**config.mk**
```make
export PLATFORM = sky130hd
export DESIGN_NAME = ts_switch_scheduler
export DESIGN_NICKNAME = d
export VERILOG_FILES = /design/src/rtl/ts_switch_scheduler.sv
export SDC_FILE = /design/constraint.sdc
export NUM_CORES = 1
export LEC_CHECK = 0
export CAP_MARGIN = 20
export CORE_MARGIN = 8
export CORE_UTILIZATION = 34
export CTS_BUF_LIST = sky130_fd_sc_hd__clkbuf_8
export DETAILED_ROUTE_END_ITERATION = 6
export GPL_ROUTABILITY_DRIVEN = 0
export SLEW_MARGIN = 5
export SYNTH_ARGS = -nofsm -noshare
export SYNTH_HDL_FRONTEND = slang
export SYNTH_SLANG_ARGS = --single-unit
```
**constraint.sdc**
```tcl
create_clock -name clk -period 2.65 [get_ports clk]
set_clock_uncertainty 0.1 [all_clocks]
set_input_delay 0.53 -clock clk [delete_from_list [all_inputs] [get_ports clk]]
set_output_delay 0.53 -clock clk [all_outputs]
set_load 0.01 [all_outputs]
```
**src/rtl/ts_switch_scheduler.sv**
```systemverilog
`timescale 1ns/1ps
// ts_switch_scheduler: picks which of four sync-recovered TS streams feeds the
// output FIFO mux. Switches land only on a packet start of the new stream.
// Per-stream health comes from sync liveness and windowed error counts, and
// auto mode fails over to the lowest-index healthy stream.
module ts_switch_scheduler #(
  parameter int ERR_W        = 16,
  parameter int WINDOW_PKTS  = 64,
  parameter int TIMEOUT_CYC  = 4096,
  parameter int HOLDOFF_PKTS = 8
) (
  input  logic             clk,
  input  logic             rstn,
  input  logic [3:0]       valid,
  input  logic [3:0]       sync,
  input  logic [3:0]       err_pulse,
  input  logic             cfg_auto,
  input  logic [1:0]       cfg_manual_sel,
  input  logic [ERR_W-1:0] cfg_err_thresh,
  output logic [1:0]       mux_control,
  output logic             switch_pending,
  output logic [3:0]       stream_healthy,
  output logic [15:0]      switch_count
);

  localparam int LIVE_W = $clog2(TIMEOUT_CYC + 1);
  localparam int PKT_W  = $clog2(WINDOW_PKTS + 1);
  localparam int HOLD_W = $clog2(HOLDOFF_PKTS + 1);
  localparam logic [LIVE_W-1:0] TIMEOUT_V  = LIVE_W'(TIMEOUT_CYC);
  localparam logic [PKT_W-1:0]  WIN_LAST   = PKT_W'(WINDOW_PKTS - 1);
  localparam logic [HOLD_W-1:0] HOLDOFF_V  = HOLD_W'(HOLDOFF_PKTS);

  typedef enum logic [1:0] {IDLE, WAIT_BOUNDARY, HOLDOFF} state_t;

  function automatic logic [15:0] sat_inc16(input logic [15:0] v);
    return (v == 16'hFFFF) ? v : v + 16'd1;
  endfunction

  logic [3:0] pkt;
  assign pkt = sync & valid;

  for (genvar g = 0; g < 4; g++) begin : g_stream
    logic [LIVE_W-1:0] live_cnt;
    logic [PKT_W-1:0]  win_pkts;
    logic [ERR_W-1:0]  win_errs;
    logic              healthy_r;
    logic              alive;
    logic [ERR_W:0]    err_total;

    // The error pulse of the closing cycle still belongs to the closing window.
    assign err_total = {1'b0, win_errs} + {{ERR_W{1'b0}}, err_pulse[g]};
    assign alive     = live_cnt < TIMEOUT_V;
    assign stream_healthy[g] = healthy_r & alive;

    // Cycles since the last packet start, saturating at the timeout.
    always_ff @(posedge clk) begin
      if (!rstn)                     live_cnt <= '0;
      else if (pkt[g])               live_cnt <= '0;
      else if (live_cnt != TIMEOUT_V) live_cnt <= live_cnt + 1'b1;
    end

    // Packet/error window; health verdict is taken when the window closes.
    always_ff @(posedge clk) begin
      if (!rstn) begin
        win_pkts  <= '0;
        win_errs  <= '0;
        healthy_r <= 1'b0;
      end else if (pkt[g] && win_pkts == WIN_LAST) begin
        healthy_r <= err_total < {1'b0, cfg_err_thresh};
        win_pkts  <= '0;
        win_errs  <= '0;
      end else begin
        if (pkt[g]) win_pkts <= win_pkts + 1'b1;
        if (err_pulse[g] && win_errs != '1) win_errs <= win_errs + 1'b1;
      end
    end
  end

  logic [1:0] target;

  // Desired stream: manual select, or keep current / lowest healthy in auto.
  always_comb begin
    target = mux_control;
    if (!cfg_auto) begin
      target = cfg_manual_sel;
    end else if (!stream_healthy[mux_control]) begin
      for (int i = 3; i >= 0; i--) begin
        if (stream_healthy[i]) target = 2'(i);
      end
    end
  end

  state_t            state;
  logic [1:0]        tgt;
  logic [LIVE_W-1:0] wait_cnt;
  logic [HOLD_W-1:0] holdoff_cnt;

  // Switch FSM: arm on a target change, commit on the target's packet start.
  always_ff @(posedge clk) begin
    if (!rstn) begin
      state          <= IDLE;
      tgt            <= '0;
      wait_cnt       <= '0;
      holdoff_cnt    <= '0;
      mux_control    <= '0;
      switch_pending <= 1'b0;
      switch_count   <= '0;
    end else begin
      case (state)
        IDLE: begin
          if (target != mux_control && !(cfg_auto && holdoff_cnt != '0)) begin
            tgt            <= target;
            wait_cnt       <= '0;
            switch_pending <= 1'b1;
            state          <= WAIT_BOUNDARY;
          end
        end
        WAIT_BOUNDARY: begin
          wait_cnt <= wait_cnt + 1'b1;
          // A packet start on the target wins over a coincident timeout.
          if (pkt[tgt]) begin
            mux_control    <= tgt;
            switch_count   <= sat_inc16(switch_count);
            holdoff_cnt    <= HOLDOFF_V;
            switch_pending <= 1'b0;
            state          <= HOLDOFF;
          end else if (wait_cnt == TIMEOUT_V - 1'b1 || target != tgt) begin
            switch_pending <= 1'b0;
            state          <= IDLE;
          end
        end
        HOLDOFF: begin
          // Manual mode never waits out the holdoff; clear it so a later
          // change to auto does not find a stale count.
          if (!cfg_auto) begin
            holdoff_cnt <= '0;
            state       <= IDLE;
          end else if (holdoff_cnt == '0) begin
            state <= IDLE;
          end else if (pkt[mux_control]) begin
            holdoff_cnt <= holdoff_cnt - 1'b1;
            if (holdoff_cnt == HOLD_W'(1)) state <= IDLE;
          end
        end
        default: begin
          switch_pending <= 1'b0;
          state          <= IDLE;
        end
      endcase
    end
  end

endmodule
```
[Word level (Yosys, flattened, before mapping)]
Cells that the tools add are included.
Cells by class
  order comparisons: 10
  bitwise operators: 8
  equality and inequality tests: 26
  $add $sub $neg: 19
  reduce and logical (&&, ||, !) cells: 32
  multiplexer cells: 31
Operators with widths (count)
  adder 16 x 1 -> 16 bit (second input constant): 5
  adder 16 x 1 -> 17 bit: 4
  less-than comparator 17 x 16 -> 1 bit: 4
  adder 13 x 1 -> 13 bit (second input constant): 5
  != test 16 bit (second input constant): 4
  less-than comparator 13 bit (second input constant): 4
  != test 13 bit (second input constant): 4
  adder 7 x 1 -> 7 bit (second input constant): 4
  equality test 7 x 6 -> 1 bit (second input constant): 4
  two-way mux 2 bit: 13
  case mux 13 bit (2 select lines): 1
  equality test 16 bit (second input constant): 1
  two-way mux 4 bit: 4
  OR reduction 2 bit: 8
  equality test 13 x 12 -> 1 bit (second input constant): 1
  two-way mux 13 bit: 1
  logical AND 1 bit: 10
  != test 3 bit (second input constant): 3
  != test 4 bit (second input constant): 2
  case mux 4 bit (2 select lines): 1
  AND reduction 4 bit: 2
  binary-select mux 1 bit (select 2 bit): 3
  less-than comparator 2 x 3 -> 1 bit (second input constant): 2
  two-way mux 1 bit: 6
  other kinds (19): 30
Storage, ports and cells
  word-level logic and storage cells: 149
  register bits: 188

[Longest topological paths before layout]
Gate-level depths: netlist of the first run.
  depth in word-level cells: 13
  gate-level depth with buffers: 14
  depth with buffers taken out: 13

[Worst setup path before layout of the first run]
OpenSTA, ideal clock, no wires.
  kind: input to register
  from: input err_pulse[2]
  to: register g_stream[2].healthy_r
  arrival time: 2689 ps
  stages on the path: 12
  buffers on the path: 0
  path slack: -196 ps
  setup time: 58 ps
  path through: ha_1 -> ha_1 -> nand2_1 -> or3_1 -> nor2_1 -> xor2_1 -> ha_1 -> a21o_1 -> a211oi_1 -> o211ai_1 -> a211oi_1 -> a211o_1
On the way
  longest elaborated chain between the ends: 2
Ends and longest elaborated chain
  start: declaration: line 16  | input logic [3:0] err_pulse,
  adder 16 x 1 -> 17 bit: line 51  | assign err_total = {1'b0, win_errs} + {{ERR_W{1'b0}}, err_pulse[g]};
  less-than comparator 17 x 16 -> 1 bit: line 69  | healthy_r <= err_total < {1'b0, cfg_err_thresh};
  end signal: assignment: line 69
  end: declaration: line 46  | logic healthy_r;
Every way passes these cells.
A chain may end at the register's enable or synchronous reset.

[Worst setup path after layout of the first run]
Same ends and word-level chain as after synthesis.

==> impl_metrics.yaml, run 1 <==
run_status:
  status: "finished clean"
final_layout:
  syn2layout_area_growth_pct: 20.7
  num-fill-cells: 3211
  layout.cells.non_filler: 1887
  diodes: 0
  fin_nets: 1588
  drive_gt1_share_pct: 14.3
route:
  top_layer: "met5"
  route.met3.wl_um: 782
  wl_met1_um: 12500
  viasPerCell: 4.93
  drc: 0
  wl_per_cell_um: 13.5
  routed-via-count: 9307
  dr_wl_met2_um: 11900
  final_antenna_net_count: 0
  first_iter_violations: 509
  routed_wl_um: 25400
  drt_pass1_iterations: 4
power_and_ir_drop:
  ir_worst_vdd_mv: 0.374
  power_w: 0.00550
  power_density_nw_per_um2: 414
  leakage_nw: 5.42
clock_tree:
  clock_latency_ps: 480
  cts-root-buf: "clkbuf_8"
  clk_pin_slew_ps: 110
  cts_buffer_depth: 2
  cts.sinks: 188
  cts_tree: "yes"
  htreeDepth: 4
  numCtsBuffers: 17
yosys:
  ys_seq_area_share_pct: 34.2
  avgSynthCellArea_sq_um: 8.27
  yosys-top-cells-area: "dfxtp_1, ha_1, xor2_1"
  syn_nets: 1454
  netlist_area_sq_um: 11000
  synth-edff-count: 0
  synth_ff_type: "dfxtp_1"
  yosysTopAreaCell: "dfxtp_1"
  synth.top_cell.area_share_pct: 34.2
  synth-seq-cells: 188
  synth.distinct_cells: 66
  synth-warning-count: 0
  async_reset_ff_share_pct: 0
  synthCells: 1332
sta:
  holdWs_ps: 341
  rsz0062_at_grt: "yes"
  min_period_ps: 2590
  hold_viol: 0
  post-route-period-util_pct: 97.7
  tightest_slew_ps: 592
  final-setup-viol-count: 0
  slew_violations: 0
  finalWorstSetupSlack_ps: 60.0
  fmax_mhz: 386
  tns_ps: 0
  slew_headroom_pct: 60.5
global_routing:
  grt_pass1_wl_um: 42800
  grt_antenna_before_repair: 1
  grt_max_degree: 36
  grt.total_usage_pct: 13.3
  grt_overflow: 0
  grt_pass1_vias: 8828
place:
  port_buffers: 55
  dpl.cell_count: 1850
  dpl_worst_slack_ps: -721
  place_hpwl_um: 19300
setup_path:
  crit_top_cell: "ha_4"
  start_kind: "input pin"
  slowest_stage: "or3_4"
  crit_path_end: "g_stream[2].healthy_r"
  worstPathArrival_ps: 2910
  timing.rr.end: "g_stream[2].healthy_r"
  r2r-start: "g_stream[2].win_errs[0]"
  crit_start: "err_pulse[2]"
  path_depth: 13
  slowest_delay_ps: 390
  critical_path_required_ps: 2970
  r2r.worst_path.cells: 12
  end_kind: "flop"
  path_class: "input pin to flop"
  cpLargestDelayFamily: "compound AO/OA/AOI/OAI gates"
  crit_chain: "dlygate4sd2_1 > ha_4 > ha_4 > nand2_4 > or3_4 > nor2_4 > xor2_1 > ha_1 > a21o_1 > a211oi_2 > o211ai_1 > a211oi_1 > a211o_1"
  crit_buf_inv: 1
  cp_max_fo: 2
  r2r_setup_slack_ps: 60
min_path:
  hold_path.class: "flop to flop"
die:
  num_rows: 66
  dieArea_sq_um: 38400
  die_x_um: 196
  ioPinCount: 56
  start_util_pct: 34.2
  die_y_um: 196
  core_area_sq_um: 32200
flow_run:
  cap_violations: 0
-- cells in the final DEF, fill, tap and decap left out, types with 4 or more instances in the layout --
cell type	count
inv_2	4
nor2b_1	7
nor4b_1	8
inv_8	4
o21ai_1	5
and3_1	23
inv_1	44
mux2i_1	7
dfxtp_2	10
and3_4	4
a21oi_1	55
clkinv_8	4
and2_1	12
nand3_1	84
clkbuf_8	17
nand2_1	123
nor2_2	5
nand4_1	34
a21o_1	20
ha_1	84
a211oi_1	9
o21ai_0	40
o211ai_1	5
clkdlybuf4s50_1	52
and4_1	5
nand2b_1	12
dfxtp_1	175
or2_2	8
nor2_1	196
xor2_1	112
or3_1	21
buf_4	101
ha_4	5
nor3_1	16
a31oi_1	11
xnor2_1	71
nor4_1	7
nand3_2	4
-- tightest hold or removal path: stages (launching register included) --
cell and delay [ps]:
dfxtp_1 330, nand2_1 50, a31oi_1 30
-- metrics by stage --
stage	cell area, sq um	util [%]
3_3_place_gp	12700	39.5
6_report	13300	41.3
3_5_place_dp	12700	39.5
2_1_floorplan	11100	-
5_1_grt	13300	41.3
4_1_cts	13200	40.9
-- Yosys cell counts, types with 8 or more instances --
library cell,instances
xor2_1,112
nor3_1,16
or2_2,8
nor2_1,201
inv_1,43
a21o_1,20
xnor2_1,71
nand3_1,85
clkbuf_1,26
buf_2,15
dfxtp_1,188
nor4b_1,8
a31oi_1,11
ha_1,89
a21oi_1,55
nor2b_1,8
o21ai_0,43
or3_1,23
nand4_1,34
a211oi_1,11
nand2b_1,12
and2_1,12
nand2_1,125
and3_1,24
-- layer usage --
| layer | vias to the layer above | GRT usage, % |
|---|---|---|
| li1 | 4846 | - |
| met2 | 110 | 22.2 |
| met5 | - | 0 |
| met4 | 2 | 3.65 |
| met1 | 4334 | 17.5 |
| met3 | 15 | 2.45 |
-- worst min-delay path by stage --
stage,start,end,slack (ps),cells after the start
4_1_cts,g_stream[0].win_pkts[6],g_stream[0].win_pkts[6],340,2
6_report,g_stream[0].win_pkts[6],g_stream[0].win_pkts[6],340,2
3_3_place_gp,g_stream[3].win_pkts[6],g_stream[3].win_pkts[6],320,2
2_1_floorplan,g_stream[0].win_pkts[6],g_stream[0].win_pkts[6],310,2
3_5_place_dp,g_stream[0].win_pkts[6],g_stream[0].win_pkts[6],330,2
5_1_grt,g_stream[0].win_pkts[6],g_stream[0].win_pkts[6],370,2
-- sequential cells by signal (all words and copies together), names as in the netlist --
register / count
g_stream.live_cnt: 52
g_stream.win_pkts: 28
tgt: 2
holdoff_cnt: 4
switch_count: 16
g_stream.win_errs: 64
g_stream.healthy_r: 4
mux_control: 2
switch_pending: 1
wait_cnt: 13
state: 2
-- kinds of logic (layout without fill, tap and decap cells) --
| logic type | Yosys count | count (layout) | synth area share, % |
|---|---|---|---|
| and+or+nand+nor | 590 | 590 | 25.9 |
| xor gates and xnor gates | 183 | 183 | 14.6 |
| buffers and inverters | 91 | 238 | 3.27 |
| DFF | 188 | 188 | 34.2 |
| adders and majority gates | 89 | 89 | 10.1 |
| muxes | 11 | 11 | 1.25 |
| AOI/OAI and AO/OA | 180 | 180 | 10.7 |
-- cell type report --
cell class,instances,area [sq um],area share [%]
sequential,188,3790,28.5
multi-input combinational,1053,7020,52.8
inverter,47,176,1.33
clock buffer,17,234,1.76
clock inverter,15,194,1.46
tap,408,510,3.84
timing repair buffer,159,1370,10.3
-- report_power, final --
group / internal (W) / total, W / switching [W]
sequential: 0.00287 / 0.00291 / 0.0000480
combinational: 0.000259 / 0.000552 / 0.000294
clock: 0.000816 / 0.00203 / 0.00121
total: 0.00394 / 0.00550 / 0.00156
-- what timing repair did --
action | in CTS | in global routing
hold endpoints to repair | 0 | 0
setup buffers | 0 | 5
setup endpoints to repair | 3 | 4
pin swaps | 8 | 10
hold buffers | 0 | 0
gates resized for setup | 11 | 29
Note: power is estimated with default switching activity, not from simulation.
==> inputs of run 2 (changes only) <==
- CORE_UTILIZATION: 34 -> 55
- CTS_CLUSTER_DIAMETER: not set -> 60
- PLACE_DENSITY: not set -> 0.77
==> run 2 against run 1 <==
Net effect:
- critical path depth down 2
- core utilization up 25 points
- non-clock buffer count down 11
- cell count down 8.3%
==> impl_metrics.yaml, run 2 (synthesis results as in run 1) <==
sta:
  rsz0062_at_grt: "yes"
  hold_viol: 0
  post-route-period-util_pct: 97.5
  final-setup-viol-count: 0
  tns_ps: 0
  min_period_ps: 2580
  tightest_slew_ps: 561
  fmax_mhz: 387
  slew_headroom_pct: 62.2
  slew_violations: 0
clock_tree:
  htreeDepth: 4
  postCtsHoldBufs: 0
  cts_buffer_depth: 2
  cts-root-buf: "clkbuf_8"
  cts_tree: "yes"
  clk_pin_slew_ps: 100
  cts.sinks: 188
  clock_latency_ps: 470
  numCtsBuffers: 17
setup_path:
  start_kind: "flop"
  slowest_stage: "or3_4"
  cp_max_fo: 3
  worstPathArrival_ps: 2890
  critical_path_required_ps: 2960
  crit_top_cell: "a211oi_2"
  path_class: "flop to flop"
  end_kind: "flop"
  crit_chain: "and4_4 > nand2_2 > or3_4 > nor2_4 > xor2_1 > ha_1 > a21o_1 > a211oi_2 > o211ai_1 > a211oi_2 > a211o_1"
  slowest_delay_ps: 420
power_and_ir_drop:
  power_density_nw_per_um2: 418
  ir_worst_vdd_mv: 0.355
  leakage_nw: 5.36
  power_w: 0.00544
final_layout:
  final_util_pct: 66.6
  fin_nets: 1577
  diodes: 0
  final_common_cell: "nor2_1"
  layout.cells.non_filler: 1731
  seq_area_sq_um: 3790
  fin_area_sq_um: 13000
  final_cell_mix: "nor2_1, dfxtp_1, nand2_1, xor2_1, buf_4"
  reg_top3: "g_stream.win_errs: 64 flops, g_stream.live_cnt: 52 flops, g_stream.win_pkts: 28 flops"
  num-fill-cells: 1664
  drive_gt1_share_pct: 14.1
  multiInputGateArea_sq_um: 7050
  largest_reg_flops: 64
  syn2layout_area_growth_pct: 18.2
  top_register: "g_stream.win_errs"
die:
  dieArea_sq_um: 24800
  die_x_um: 157
  start_util_pct: 56.4
  core_area_sq_um: 19500
  die_y_um: 157
  num_rows: 51
  ioPinCount: 56
route:
  final_antenna_net_count: 0
  wl_per_cell_um: 14.2
  routed-via-count: 9555
  drc: 0
  drt_pass1_iterations: 5
  first_iter_violations: 434
  viasPerCell: 5.52
  routed_wl_um: 24600
global_routing:
  grt_pass1_vias: 9216
  grt_overflow: 0
  grt.total_usage_pct: 20.2
  grt_max_degree: 36
  grt_pass1_wl_um: 41500
  grt_antenna_before_repair: 0
flow_run:
  cap_violations: 0
place:
  place_hpwl_um: 18200
  port_buffers: 55
  place_area_sq_um: 12400
  dpl.cell_count: 1694
run_status:
  status: "finished clean"
min_path:
  hold_path.class: "flop to flop"
[run 2: final cells by class]
cell class	count	share of cell area (%)
Sequential cell	188	29.1
Clock inverter	13	1.28
Timing Repair Buffer	148	9.71
Clock buffer	17	1.80
Inverter	47	1.36
Tap cell	265	2.55
Multi-Input combinational cell	1053	54.2
[run 2: power breakdown]
group | switching, W | leakage (nW) | total [W] | internal, W
clock network | 0.00105 | 0.205 | 0.00199 | 0.000934
registers | 0.0000494 | 1.53 | 0.00291 | 0.00286
logic | 0.000289 | 3.62 | 0.000537 | 0.000248
total | 0.00139 | 5.36 | 0.00544 | 0.00405
[run 2: metrics by stage]
| step | setup WS [ps] | hold WS (ps) |
|---|---|---|
| after global placement | -622 | 322 |
| after global routing | -120 | 359 |
| after detailed placement | -725 | 325 |
| after CTS | 2.94 | 338 |
| final | 66.0 | 340 |
| after floorplan | -13.4 | 312 |
[run 2: critical path, delay by kind of cell (launching register included)]
kind,cells,cell delay (ps)
xor gates and xnor gates,1,160
and+or+nand+nor,4,820
DFF,1,350
adders and majority gates,1,270
AOI/OAI and AO/OA,5,820
[run 2: per-layer routing]
layer	part of all wire (%)	vias up	wire length, um	GRT usage, %
met3	4.3	53	1050	3.10
li1	-	4842	-	-
met2	48	182	11800	34.7
met5	0	-	0	0
met1	45	4478	11100	24.8
met4	3.0	0	751	8.70
[run 2: worst paths after layout]
| path | start | slack, ps | cells after the start | to |
|---|---|---|---|---|
| setup / recovery | g_stream[2].win_errs[6] | 70 | 11 | g_stream[2].healthy_r |
| hold / removal | g_stream[3].win_pkts[6] | 340 | 2 | g_stream[3].win_pkts[6] |
| setup reg to reg | g_stream[2].win_errs[6] | 70 | 11 | g_stream[2].healthy_r |
| hold reg to reg | g_stream[3].win_pkts[6] | 340 | 2 | g_stream[3].win_pkts[6] |
[run 2: timing repair]
action / 4_1_cts / 5_1_grt
cloned: 0 / 0
buffers inserted: 1 / 6
setup endpoints to repair: 4 / 4
pin swaps: 2 / 19
resized for setup: 11 / 43
